--- src/rtl/fetch_queue_pkg.sv ---
// -----------------------------------------------------------------------------
// fetch_queue_pkg
//   Shared constants and the entry layout for the fetch/decode decoupling
//   queue.
//   - INST_NOP              : canonical NOP (addi x0, x0, 0) shown when empty
//   - SYSOP_INST_PAGE_FAULT : exception cause code of a fetch page fault
//   - fq_entry_t            : one buffered fetch {inst, pc, cause, tval}
// -----------------------------------------------------------------------------
package fetch_queue_pkg;

    localparam logic [31:0] INST_NOP              = 32'h0000_0013;
    localparam logic [4:0]  SYSOP_INST_PAGE_FAULT = 5'd12;

    localparam int INST_W  = 32;
    localparam int PC_W    = 64;
    localparam int CAUSE_W = 5;
    localparam int TVAL_W  = 64;
    localparam int ENTRY_W = INST_W + PC_W + CAUSE_W + TVAL_W;  // 165

    typedef struct packed {
        logic [INST_W-1:0]  inst;
        logic [PC_W-1:0]    pc;
        logic [CAUSE_W-1:0] cause;
        logic [TVAL_W-1:0]  tval;
    } fq_entry_t;

endpackage

--- src/rtl/fq_mem.sv ---
// -----------------------------------------------------------------------------
// fq_mem
//   DEPTH x W register array holding queue entries. Data is never reset;
//   validity is tracked by the pointers and count in the parent.
//   Ports:
//     clk   in   clock
//     we    in   write enable
//     waddr in   write index
//     wdata in   write data
//     raddr in   read index (asynchronous read)
//     rdata out  entry at raddr
// -----------------------------------------------------------------------------
module fq_mem #(
    parameter int DEPTH = 4,
    parameter int W     = 165
) (
    input  logic                     clk,
    input  logic                     we,
    input  logic [$clog2(DEPTH)-1:0] waddr,
    input  logic [W-1:0]             wdata,
    input  logic [$clog2(DEPTH)-1:0] raddr,
    output logic [W-1:0]             rdata
);

    logic [W-1:0] mem [DEPTH];

    always_ff @(posedge clk) begin
        if (we) begin
            mem[waddr] <= wdata;
        end
    end

    assign rdata = mem[raddr];

endmodule

--- src/rtl/fetch_queue.sv ---
// -----------------------------------------------------------------------------
// fetch_queue
//   Show-ahead FIFO between fetch and decode. Stops accepting entries after a
//   faulting fetch is enqueued until the next flush; flush discards everything.
//   Ports:
//     clk, rst                 clock, synchronous active-high reset
//     in_valid/in_ready        fetch side handshake
//     in_inst/pc/cause/tval    entry offered by fetch
//     flush                    redirect/trap: discard all entries
//     out_valid/out_ready      decode side handshake
//     out_inst/pc/cause/tval   head entry (NOP/0/0/0 when empty)
//     count                    occupancy
//     state_dbg                FSM state (0 = RUN, 1 = FAULT_HOLD)
//
//   Handshake: a transfer happens on a rising edge exactly when valid and
//   ready are both high in the preceding cycle. The producer holds its
//   payload while valid is high and ready is low. in_ready never depends on
//   out_ready, and out_* never depend combinationally on in_*.
// -----------------------------------------------------------------------------
module fetch_queue
    import fetch_queue_pkg::*;
#(
    parameter int DEPTH = 4
) (
    input  logic                     clk,
    input  logic                     rst,
    input  logic                     in_valid,
    output logic                     in_ready,
    input  logic [31:0]              in_inst,
    input  logic [63:0]              in_pc,
    input  logic [4:0]               in_cause,
    input  logic [63:0]              in_tval,
    input  logic                     flush,
    output logic                     out_valid,
    input  logic                     out_ready,
    output logic [31:0]              out_inst,
    output logic [63:0]              out_pc,
    output logic [4:0]               out_cause,
    output logic [63:0]              out_tval,
    output logic [$clog2(DEPTH):0]   count,
    output logic                     state_dbg
);

    localparam int AW = $clog2(DEPTH);
    localparam int CW = AW + 1;

    typedef enum logic {
        RUN        = 1'b0,
        FAULT_HOLD = 1'b1
    } state_t;

    state_t        state_q;
    state_t        state_d;
    logic [AW-1:0] wr_ptr;
    logic [AW-1:0] rd_ptr;
    logic [CW-1:0] count_q;
    logic          enq;
    logic          deq;
    fq_entry_t     wr_entry;
    fq_entry_t     head;
    logic [ENTRY_W-1:0] head_raw;

    // flush masks in_ready, so no enqueue can slip in during a flush cycle.
    // A dequeue in a flush cycle is discarded along with everything else.
    assign enq = in_valid & in_ready;
    assign deq = out_valid & out_ready & ~flush;

    assign wr_entry.inst  = in_inst;
    assign wr_entry.pc    = in_pc;
    assign wr_entry.cause = in_cause;
    assign wr_entry.tval  = in_tval;

    fq_mem #(
        .DEPTH (DEPTH),
        .W     (ENTRY_W)
    ) u_mem (
        .clk   (clk),
        .we    (enq),
        .waddr (wr_ptr),
        .wdata (wr_entry),
        .raddr (rd_ptr),
        .rdata (head_raw)
    );

    assign head = fq_entry_t'(head_raw);

    // Pointers and occupancy. Pointers wrap naturally modulo DEPTH.
    always_ff @(posedge clk) begin
        if (rst || flush) begin
            wr_ptr  <= '0;
            rd_ptr  <= '0;
            count_q <= '0;
        end else begin
            if (enq) begin
                wr_ptr <= wr_ptr + 1'b1;
            end
            if (deq) begin
                rd_ptr <= rd_ptr + 1'b1;
            end
            case ({enq, deq})
                2'b10:   count_q <= count_q + 1'b1;
                2'b01:   count_q <= count_q - 1'b1;
                default: count_q <= count_q;
            endcase
        end
    end

    // FSM: state register
    always_ff @(posedge clk) begin
        if (rst) begin
            state_q <= RUN;
        end else begin
            state_q <= state_d;
        end
    end

    // FSM: next state. Any accepted entry carrying an exception closes the
    // input until the pipeline redirects.
    always_comb begin
        state_d = state_q;
        if (flush) begin
            state_d = RUN;
        end else begin
            case (state_q)
                RUN: begin
                    if (enq && (in_cause != 5'd0)) begin
                        state_d = FAULT_HOLD;
                    end
                end
                FAULT_HOLD: state_d = FAULT_HOLD;
                default:    state_d = RUN;
            endcase
        end
    end

    // FSM: outputs. Full blocks input even if the head leaves this cycle,
    // keeping out_ready off the in_ready path.
    always_comb begin
        in_ready  = (state_q == RUN) && (count_q < CW'(DEPTH)) && !flush;
        out_valid = (count_q != '0);
        state_dbg = (state_q == FAULT_HOLD);
    end

    // Show-ahead head view with fixed defaults when empty.
    always_comb begin
        out_inst  = INST_NOP;
        out_pc    = '0;
        out_cause = '0;
        out_tval  = '0;
        if (out_valid) begin
            out_inst  = head.inst;
            out_pc    = head.pc;
            out_cause = head.cause;
            out_tval  = head.tval;
        end
    end

    assign count = count_q;

endmodule

--- config.mk ---
export PLATFORM = sky130hd
export DESIGN_NAME = fetch_queue
export DESIGN_NICKNAME = d
export VERILOG_FILES = /design/src/rtl/fetch_queue_pkg.sv /design/src/rtl/fq_mem.sv /design/src/rtl/fetch_queue.sv
export SDC_FILE = /design/constraint.sdc
export NUM_CORES = 1
export LEC_CHECK = 0
export ABC_AREA = 1
export BUFFER_PORTS_ARGS = -buffer_cell sky130_fd_sc_hd__buf_2
export CAP_MARGIN = 20
export CORE_ASPECT_RATIO = 1.1
export CORE_UTILIZATION = 30
export DETAILED_ROUTE_END_ITERATION = 8
export GPL_TIMING_DRIVEN = 1
export PLACE_DENSITY = 0.5
export SLEW_MARGIN = 20
export SYNTH_ARGS = -nofsm -noshare
export SYNTH_HDL_FRONTEND = slang
export SYNTH_SLANG_ARGS = --single-unit
--- constraint.sdc ---
create_clock -name clk -period 25.7 [get_ports clk]
set_clock_uncertainty 0.05 [all_clocks]
set_input_delay 2.57 -clock clk [delete_from_list [all_inputs] [get_ports clk]]
set_output_delay 2.57 -clock clk [all_outputs]
set_load 0.005 [all_outputs]
==> results of run 1 <==
## registers in the layout, indices dropped and copies added, names as in the netlist, named ones only
register and flops:
rd_ptr 2, state_dbg 1, wr_ptr 2, u_mem.mem 660, count 3
## cell families (layout without fill, tap and decap cells)
logic type	Yosys count	in the layout	synth area share, %
other cells	0	2	0
simple gates	698	698	10.1
fa+ha+maj	6	6	0.317
flops	670	670	76.7
buf+inv	149	525	3.22
compound gates	503	503	9.65
## power breakdown
part	leakage, nW	internal, mW	switching (mW)
Clock	1.21	0.638	0.433
Combinational	3.85	0.0301	0.0629
Sequential	6.07	1.22	0.00394
Total	11.1	1.89	0.499
## routing by layer
| layer | up-vias | GRT usage, % | share of wire [%] |
|---|---|---|---|
| met5 | - | 0 | 0.050 |
| met4 | 6 | 5.42 | 2.5 |
| met3 | 102 | 2.65 | 4.7 |
| met2 | 403 | 25.8 | 49 |
| met1 | 8119 | 19.5 | 44 |
| li1 | 7840 | - | - |
## layout by cell type (no fill, tap or decap), types with 3 or more instances in the layout
cell type / count
nand2_1: 28
clkinv_2: 13
dfxtp_1: 8
nor2_4: 4
bufinv_16: 8
clkbuf_16: 77
ha_1: 5
clkinv_1: 15
nor2_1: 660
clkbuf_1: 13
nand3_1: 4
edfxtp_1: 660
clkinv_4: 3
buf_2: 340
o21ai_1: 72
inv_6: 6
a21oi_1: 174
inv_1: 20
buf_4: 22
o21ai_0: 257
## final cells by class
type / count / area (um2)
clock inverters: 47 / 470
inverters: 23 / 104
fillers: 8394 / 55100
clock buffers: 92 / 2000
multi-input cells: 1207 / 5260
flip-flops and latches: 670 / 20000
repair buffers: 363 / 1880
well taps: 1150 / 1440
diodes: 2 / 5.00
## worst register-to-register path, cell delays in order, from the launching register on
cell and delay [ns]:
dfxtp_1 0.34, nor2_1 0.15, nand3_1 0.40, nor2_4 0.61
buf_4 0.74, buf_4 0.81
## worst max-delay path by stage
stage                                     end  slack (ns)  cells past startpoint
floorplan           u_mem.mem[0][0]$_DFFE_PP_       15.20                      3
global placement                    out_pc[1]       19.32                      7
detailed placement                  out_pc[1]       19.38                      7
CTS                                 out_pc[1]       18.66                      7
global route                        out_pc[1]       18.40                      7
finish                              out_pc[1]       18.79                      7
==> reports/qor.yml, run 1 <==
path_clk_slew_ns: 0.06
drc: 0
area_growth_pct: 19.5
wl_um: 67900
drv_cap: 0
vias: 16470
fin_ws_ns: 18.79
worstHoldStart: "wr_ptr[0]$_SDFFE_PP0P_"
std_cell_rows: 113
power.total_mw: 2.39
dp_cells: 3413
tritoncts: "built"
hold_path_depth: 2
synth_edf_count: 660
period_needed_ns: 6.91
worst_setup_path_end_kind: "output port"
synth_seq_cells: 670
setup_tns_ns: 0
die_height_um: 311
rsz0062_at_grt: "no"
reg2reg_depth: 5
postPlaceCellArea_mm2: 0.0287
synthArstFlopShare_pct: 0
power_leakage_nw: 11.1
synth_commonest_cells: "664 x nor2_1, 660 x edfxtp_1, 257 x o21ai_0"
fin_hold_ws_ns: 0.458
r2r-end: "u_mem.mem[1][98]$_DFFE_PP_"
p_per_area_mw_per_mm2: 76.5
drive_gt1_share_pct: 20.1
hold_class: "flop to flop"
hold_viol: 0
grt_pass1_wl_um: 102000
cts_resized: 0
wl_per_cell_um: 19.1
regToRegSetupSlack_ns: 22.19
start_util_pct: 30.3
max_stage_delay_ns: 0.90
critPathArrivalTime_ns: 4.29
path_buf_inv: 3
cts.path.max_buffers: 3
fmaxAchievable_ghz: 0.145
worstSetupStartpointType: "flop"
dieArea_mm2: 0.0882
ir_drop_v: 0.0000525
tightest_slew_ns: 1.08
dp.final_hpwl_um: 36700
die_width_um: 283
viasPerCell: 4.63
core-area_mm2: 0.0862
dr.first_iter.drc_count: 992
yosysWarningCount: 0
htreeDepth: 3
worstPathCellList: "buf_4, buf_4, nor2_1, nor2_1, o21ai_0, a21oi_1, buf_2"
synth_top_cell_area_share_pct: 76.0
post_cts_buffers: 0
antenna_found_initial: 9
slowest_stage: "dfxtp_4"
drt_first_pass_iters: 5
r2r_start: "count[2]$_SDFFE_PP0P_"
grt_max_degree: 123
cts_sinks: 670
syn-mean-instance-area_um2: 12.9
grt_pass1_vias: 16416
min_to: "wr_ptr[0]$_SDFFE_PP0P_"
synth_area_leader_cell: "edfxtp_1"
io_pins: 341
grtUsageTotal_pct: 15.2
synth_ff_type: "edfxtp_1"
synthMostInstantiatedCell: "nor2_1"
antenna_left: 0
status: "completed"
relSlewSlack_pct: 27.7
drv_slew: 0
critPathMaxFanout: 92
cts_root_buf: "clkbuf_16"
netlist_instances: 2026
setup_viol: 0
synth_area_leaders: "edfxtp_1 76%, nor2_1 9.6%, o21ai_0 4.9%, a21oi_1 3.3%, o21ai_1 1.4%"
gp_congestion: 0.761
place_ws_ns: 19.38
synthesis.area_mm2: 0.0261
synth.distinct_cells: 20
required_ns: 23.08
criticalPathCategory: "flop to output port"
layout.cells.non_filler: 3554
clkLatencyLatePin_ns: 0.61
fin_nets: 2516
grt_overflow_total: 0
critPathTopFamily: "buffers and inverters"
numCtsBuffers: 75
port_buffers: 340
stdcell_area_mm2: 0.0312
synth-seq-area-share_pct: 76.7
syn-num-nets: 2202
fin_util_pct: 36.2
hold_buffers: 0
fin_crit_sh_pct: 26.9
Power figures use the tool's default switching activity.
==> run 2: changes to the inputs <==
==> constraint.sdc (replaced) <==
create_clock -name clk -period 6.8 [get_ports clk]
set_clock_uncertainty 0.05 [all_clocks]
set_input_delay 0.68 -clock clk [delete_from_list [all_inputs] [get_ports clk]]
set_output_delay 0.68 -clock clk [all_outputs]
set_load 0.005 [all_outputs]
==> run 2 against run 1 <==
Effect of this change: cell count barely moved; global-route usage down 0.15 points; utilization grew 0.077 points; combinational power grew to 3.8 times the previous value; critical path depth shrank 2; clock power rose to 3.8 times the previous value; clock-buffer cell count unchanged; non-clock buffer count is 4 lower; sequential share of layout area shrank 0.14 points; critical path type unchanged.
==> reports/qor.yml, run 2 (synthesized netlist as in run 1, its figures left out) <==
status: "completed"  # unchanged
worstPathCellList: "inv_8, buf_12, o21ai_0, a21oi_1, buf_2"  # was buf_4, buf_4, nor2_1, nor2_1, o21ai_0, a21oi_1, buf_2
grt_overflow_total: 0  # unchanged
fin_crit_sh_pct: 60.9
worstSetupStartpointType: "flop"  # unchanged
place_ws_ns: 3.26  # was 19.38 ns
power_leakage_nw: 11.1  # about the same
relSlewSlack_pct: 29.8  # was 27.7%
wl_per_cell_um: 19.1  # about the same
grt_pass1_vias: 16281  # was 16,416
drt_first_pass_iters: 5  # unchanged
fin_hold_ws_ns: 0.220  # was 0.458 ns
die_width_um: 283  # unchanged
drv_cap: 0  # unchanged
multi_input_area_mm2: 0.00526  # unchanged
cts_root_buf: "clkbuf_16"  # unchanged
required_ns: 6.07  # was 23.08 ns
vias: 16383  # was 16,470
std_cell_rows: 113  # unchanged
drv_slew: 0  # unchanged
critPathMaxFanout: 166  # was 92
dp.final_hpwl_um: 35600  # was 36,700 um
min_to: "u_mem.mem[3][72]$_DFFE_PP_"  # was wr_ptr[0]$_SDFFE_PP0P_
hold_class: "input port to flop"  # was flop to flop
fin_ws_ns: 2.66  # was 18.79 ns
dr.first_iter.drc_count: 951  # was 992
antenna_found_initial: 12  # was 9
ff_latch_area_mm2: 0.0200  # unchanged
drc: 0  # unchanged
drive_gt1_share_pct: 20.0  # was 20.1%
tightest_slew_ns: 1.05  # was 1.08 ns
fin_util_pct: 36.2  # about the same
path_buf_inv: 3  # unchanged
core-area_mm2: 0.0862  # unchanged
wl_um: 67700  # was 67,900 um
rsz0062_at_grt: "no"  # unchanged
port_buffers: 340  # unchanged
hold_viol: 0  # unchanged
largest_register: "u_mem.mem"  # unchanged
viasPerCell: 4.61  # was 4.63
largest_reg_flops: 660  # unchanged
io_pins: 341  # unchanged
tritoncts: "built"  # unchanged
reg2reg_depth: 4  # was 5
fmaxAchievable_ghz: 0.241
dp_cells: 3409  # was 3,413
p_per_area_mw_per_mm2: 289  # was 76.5 mW/mm2
clkLatencyLatePin_ns: 0.62  # was 0.61 ns
hold_path_depth: 1  # was 2
max_stage_delay_ns: 0.71  # was 0.90 ns
area_growth_pct: 19.8  # was 19.5%
regToRegSetupSlack_ns: 3.92  # was 22.19 ns
fin_nets: 2513  # was 2,516
fill_cells: 8350  # was 8,394
setup_viol: 0  # unchanged
path_clk_slew_ns: 0.06  # about the same
slowest_stage: "inv_8"  # was dfxtp_4
worst_setup_path_end_kind: "output port"  # unchanged
dieArea_mm2: 0.0882  # unchanged
cts_sinks: 670  # unchanged
die_height_um: 311  # unchanged
start_util_pct: 30.3  # unchanged
r2r_start: "count[2]$_SDFFE_PP0P_"  # unchanged
layout.cells.non_filler: 3555  # was 3,554
worstHoldStart: "in_pc[3]"  # was wr_ptr[0]$_SDFFE_PP0P_
power.total_mw: 9.03  # was 2.39 mW
gp_congestion: 0.757  # was 0.761
numCtsBuffers: 76  # was 75
final_cell_mix: "660 x nor2_1, 660 x edfxtp_1, 340 x buf_2"  # unchanged
hold_buffers: 0  # unchanged
grtUsageTotal_pct: 15.1  # was 15.2%
criticalPathCategory: "flop to output port"  # unchanged
antenna_left: 0  # unchanged
critPathArrivalTime_ns: 3.41  # was 4.29 ns
r2r-end: "u_mem.mem[1][110]$_DFFE_PP_"  # was u_mem.mem[1][98]$_DFFE_PP_
cts.path.max_buffers: 3  # unchanged
htreeDepth: 3  # unchanged
ir_drop_v: 0.000206  # was 0.0000525 V
cts_resized: 0  # unchanged
grt_max_degree: 189  # was 123
grt_pass1_wl_um: 101000  # was 102,000 um
post_cts_buffers: 0  # unchanged
period_needed_ns: 4.14
critPathTopFamily: "buffers and inverters"  # unchanged
-- run 2: changes by cell type in the layout (fill, tap and decap cells not counted), moves of 2 or more --
| cell | change |
|---|---|
| diode_2 | +4 |
| buf_12 | +5 |
| clkinvlp_4 | +2 |
| clkinv_2 | -4 |
| buf_4 | -8 |
-- run 2: area by class of cell --
type | instances | area share (%)
diodes | 6 | 0.0480
clock buffers | 92 | 6.34
clock inverters | 48 | 1.66
inverters | 23 | 0.332
multi-input cells | 1207 | 16.8
flip-flops and latches | 670 | 64.1
well taps | 1150 | 4.60
repair buffers | 359 | 6.10
-- run 2: stage by stage --
step / TNS, ns / area [um2]
after floorplan: -1195.37 / 26100
after global placement: 0 / 28700
after detailed placement: 0 / 28700
after CTS: 0 / 31200
after global routing: 0 / 31200
final: 0 / 31300
-- run 2: worst max path at each step --
stage | startpoint | endpoint | slack (ns) | depth (start not counted)
finish | flop | out_tval[24] | 2.66 | 5
global route | flop | out_tval[24] | 2.41 | 5
CTS | flop | out_cause[4] | 2.56 | 5
detailed placement | flop | out_cause[4] | 3.26 | 5
global placement | flop | out_cause[4] | 3.30 | 5
floorplan | flush | u_mem.mem[0][0]$_DFFE_PP_ | -1.81 | 3
-- run 2: metal layers --
metal	GRT usage, %	vias to the layer above	share of wire, %
met5	0	-	0.068
met4	4.85	8	1.8
met3	3.36	89	5.5
met2	25.5	404	50
met1	19.1	8050	43
li1	-	7832	-
-- run 2: worst reg2reg max path: stages (launching register included) --
cell and delay (ns):
dfxtp_1 0.35, nor2_1 0.15, nand3_1 0.40, nor2_4 0.61, buf_4 0.86
-- run 2: power breakdown --
group	leakage [nW]	switching [mW]	total, mW	internal [mW]
Sequential	6.07	0.0148	4.62	4.60
Combinational	3.85	0.237	0.352	0.115
Clock	1.21	1.66	4.06	2.40
Total	11.1	1.91	9.03	7.12
==> run 3: changes to the inputs <==
==> constraint.sdc (replaced) <==
create_clock -name clk -period 4.1 [get_ports clk]
set_clock_uncertainty 0.05 [all_clocks]
set_input_delay 0.41 -clock clk [delete_from_list [all_inputs] [get_ports clk]]
set_output_delay 0.41 -clock clk [all_outputs]
set_load 0.005 [all_outputs]
==> run 3 against run 2 <==
Effect of this change: non-clock buffer count increased by 178; highest routed layer unchanged; largest power group unchanged; die area unchanged; critical path type unchanged; power grew 66%; sequential share of layout area is 3.5 points lower; critical path depth up 1.
==> reports/qor.yml, run 3 (synthesized netlist as in run 1, its figures left out) <==
status: "completed"  # unchanged
comb_power_share_pct: 4.9  # was 3.9%
fin_hold_ws_ns: 0.0841  # was 0.220 ns
worstPathCellList: "inv_6, buf_12, nor2_1, o21ai_1, a21oi_1, buf_2"  # was inv_8, buf_12, o21ai_0, a21oi_1, buf_2
fin_ws_ns: 0.586  # was 2.66 ns
min_to: "count[2]$_SDFFE_PP0P_"  # was u_mem.mem[3][72]$_DFFE_PP_
wl_per_cell_um: 18.4  # was 19.1 um
stdcell_area_mm2: 0.0331  # was 0.0313 mm2
gp_congestion: 0.745  # was 0.757
grt_pass1_vias: 17518  # was 16,281
period_needed_ns: 3.51
r2r-end: "u_mem.mem[3][118]$_DFFE_PP_"  # was u_mem.mem[1][110]$_DFFE_PP_
ir_drop_v: 0.000303  # was 0.000206 V
power_leakage_nw: 11.9  # was 11.1 nW
cts_resized: 0  # unchanged
numCtsBuffers: 76  # unchanged
grt_pass1_wl_um: 104000  # was 101,000 um
required_ns: 3.64  # was 6.07 ns
max_stage_delay_ns: 0.85  # was 0.71 ns
largest_register: "u_mem.mem"  # unchanged
setup_tns_ns: 0  # unchanged
htreeDepth: 3  # unchanged
p_seq_share_pct: 51.1  # about the same
std_cell_rows: 113  # unchanged
dp_cells: 3421  # was 3,409
power_frac_clock_pct: 44.0  # was 45.0%
critPathMaxFanout: 66  # was 166
power.total_mw: 15.0  # was 9.03 mW
worstSetupStartpointType: "flop"  # unchanged
drc: 0  # unchanged
path_buf_inv: 3  # unchanged
r2r_start: "count[2]$_SDFFE_PP0P_"  # unchanged
slowest_stage: "dfxtp_4"  # was inv_8
reg2reg_depth: 4  # unchanged
dp.final_hpwl_um: 36500  # was 35,600 um
viasPerCell: 4.58  # was 4.61
dr.first_iter.drc_count: 1066  # was 951
port_buffers: 340  # unchanged
critPathTopFamily: "buffers and inverters"  # unchanged
grt_max_degree: 129  # was 189
place_ws_ns: 1.16  # was 3.26 ns
tightest_slew_ns: 0.897  # was 1.05 ns
drt_first_pass_iters: 5  # unchanged
core-area_mm2: 0.0862  # unchanged
switching_power_mw: 3.18  # was 1.91 mW
post_cts_buffers: 0  # unchanged
fmaxAchievable_ghz: 0.285
clkLatencyLatePin_ns: 0.63  # was 0.62 ns
switching_share_pct: 21.2  # was 21.1%
p_per_area_mw_per_mm2: 453  # was 289 mW/mm2
path_clk_slew_ns: 0.06  # about the same
dieArea_mm2: 0.0882  # unchanged
antenna_left: 0  # unchanged
criticalPathCategory: "flop to output port"  # unchanged
cts.path.max_buffers: 3  # unchanged
critPathArrivalTime_ns: 3.05  # was 3.41 ns
vias: 17078  # was 16,383
grt_overflow_total: 0  # unchanged
io_pins: 341  # unchanged
hold_viol: 0  # unchanged
layout.cells.non_filler: 3726  # was 3,555
setup_viol: 0  # unchanged
hold_path_depth: 4  # was 1
worstHoldStart: "flush"  # was in_pc[3]
fill_cells: 8283  # was 8,350
fin_util_pct: 38.4  # was 36.2%
start_util_pct: 30.3  # unchanged
final_cell_mix: "660 x nor2_1, 660 x edfxtp_1, 340 x buf_2"  # unchanged
die_height_um: 311  # unchanged
wl_um: 68600  # was 67,700 um
worst_setup_path_end_kind: "output port"  # unchanged
drive_gt1_share_pct: 19.0  # was 20.0%
area_growth_pct: 26.8  # was 19.8%
cts_root_buf: "clkbuf_16"  # unchanged
relSlewSlack_pct: 40.2  # was 29.8%
drv_cap: 0  # unchanged
cts_sinks: 670  # unchanged
p_int_mw: 11.8  # was 7.12 mW
hold_buffers: 166  # was 0
tritoncts: "built"  # unchanged
fin_crit_sh_pct: 85.7
regToRegSetupSlack_ns: 1.68  # was 3.92 ns
fin_nets: 2691  # was 2,513
largest_reg_flops: 660  # unchanged
die_width_um: 283  # unchanged
postPlaceCellArea_mm2: 0.0290  # was 0.0287 mm2
grtUsageTotal_pct: 15.3  # was 15.1%
rsz0062_at_grt: "no"  # unchanged
antenna_found_initial: 5  # was 12
drv_slew: 0  # unchanged
hold_class: "input port to flop"  # unchanged
run 3: cell types whose count changed in the layout (fill, tap and decap cells not counted), sizes merged:
cell and change:
buf +12, bufinv -1, clkbuf -1, clkinv -1, clkinvlp -1, diode -4
dlygate4sd3 +166, inv +1
run 3: power by group through the flow:
stage / logic, mW / clock network (mW) / registers [mW]
6_report: 0.732 / 6.60 / 7.66
5_1_grt: 0.809 / 7.05 / 7.66
4_1_cts: 0.750 / 6.81 / 7.66
3_5_place_dp: 0.613 / 0 / 7.80
3_3_place_gp: 0.599 / 0 / 7.80
2_1_floorplan: 0.251 / 0 / 7.81
run 3: worst min-delay path: cells and delay by family:
kind                   cells  cell delay (ns)
buffers and inverters      1             0.10
and+or+nand+nor            3             0.21
run 3: metal layers:
metal	wire, um	track usage, %	vias up
met2	34900	27.1	419
met3	3220	2.83	90
li1	-	-	8173
met1	29100	18.9	8390
met4	1400	4.73	6
met5	35	0	-
run 3: how the worst max path moves through the flow:
stage | start | to | slack [ns] | cells past startpoint
5_1_grt | flop | out_pc[61] | 0.35 | 6
3_5_place_dp | flop | out_pc[56] | 1.16 | 6
6_report | flop | out_inst[11] | 0.59 | 6
2_1_floorplan | flush | u_mem.mem[0][0]$_DFFE_PP_ | -1.50 | 3
4_1_cts | flop | out_pc[56] | 0.45 | 6
3_3_place_gp | flop | out_pc[59] | 1.14 | 6
run 3: final cells by class:
| cell class | instances | area (um2) | area share, % |
|---|---|---|---|
| clock buffers | 91 | 1960 | 5.92 |
| inverters | 23 | 104 | 0.314 |
| repair buffers | 537 | 3810 | 11.5 |
| clock inverters | 46 | 483 | 1.46 |
| multi-input cells | 1207 | 5260 | 15.9 |
| diodes | 2 | 5.00 | 0.0151 |
| flip-flops and latches | 670 | 20000 | 60.5 |
| well taps | 1150 | 1440 | 4.35 |
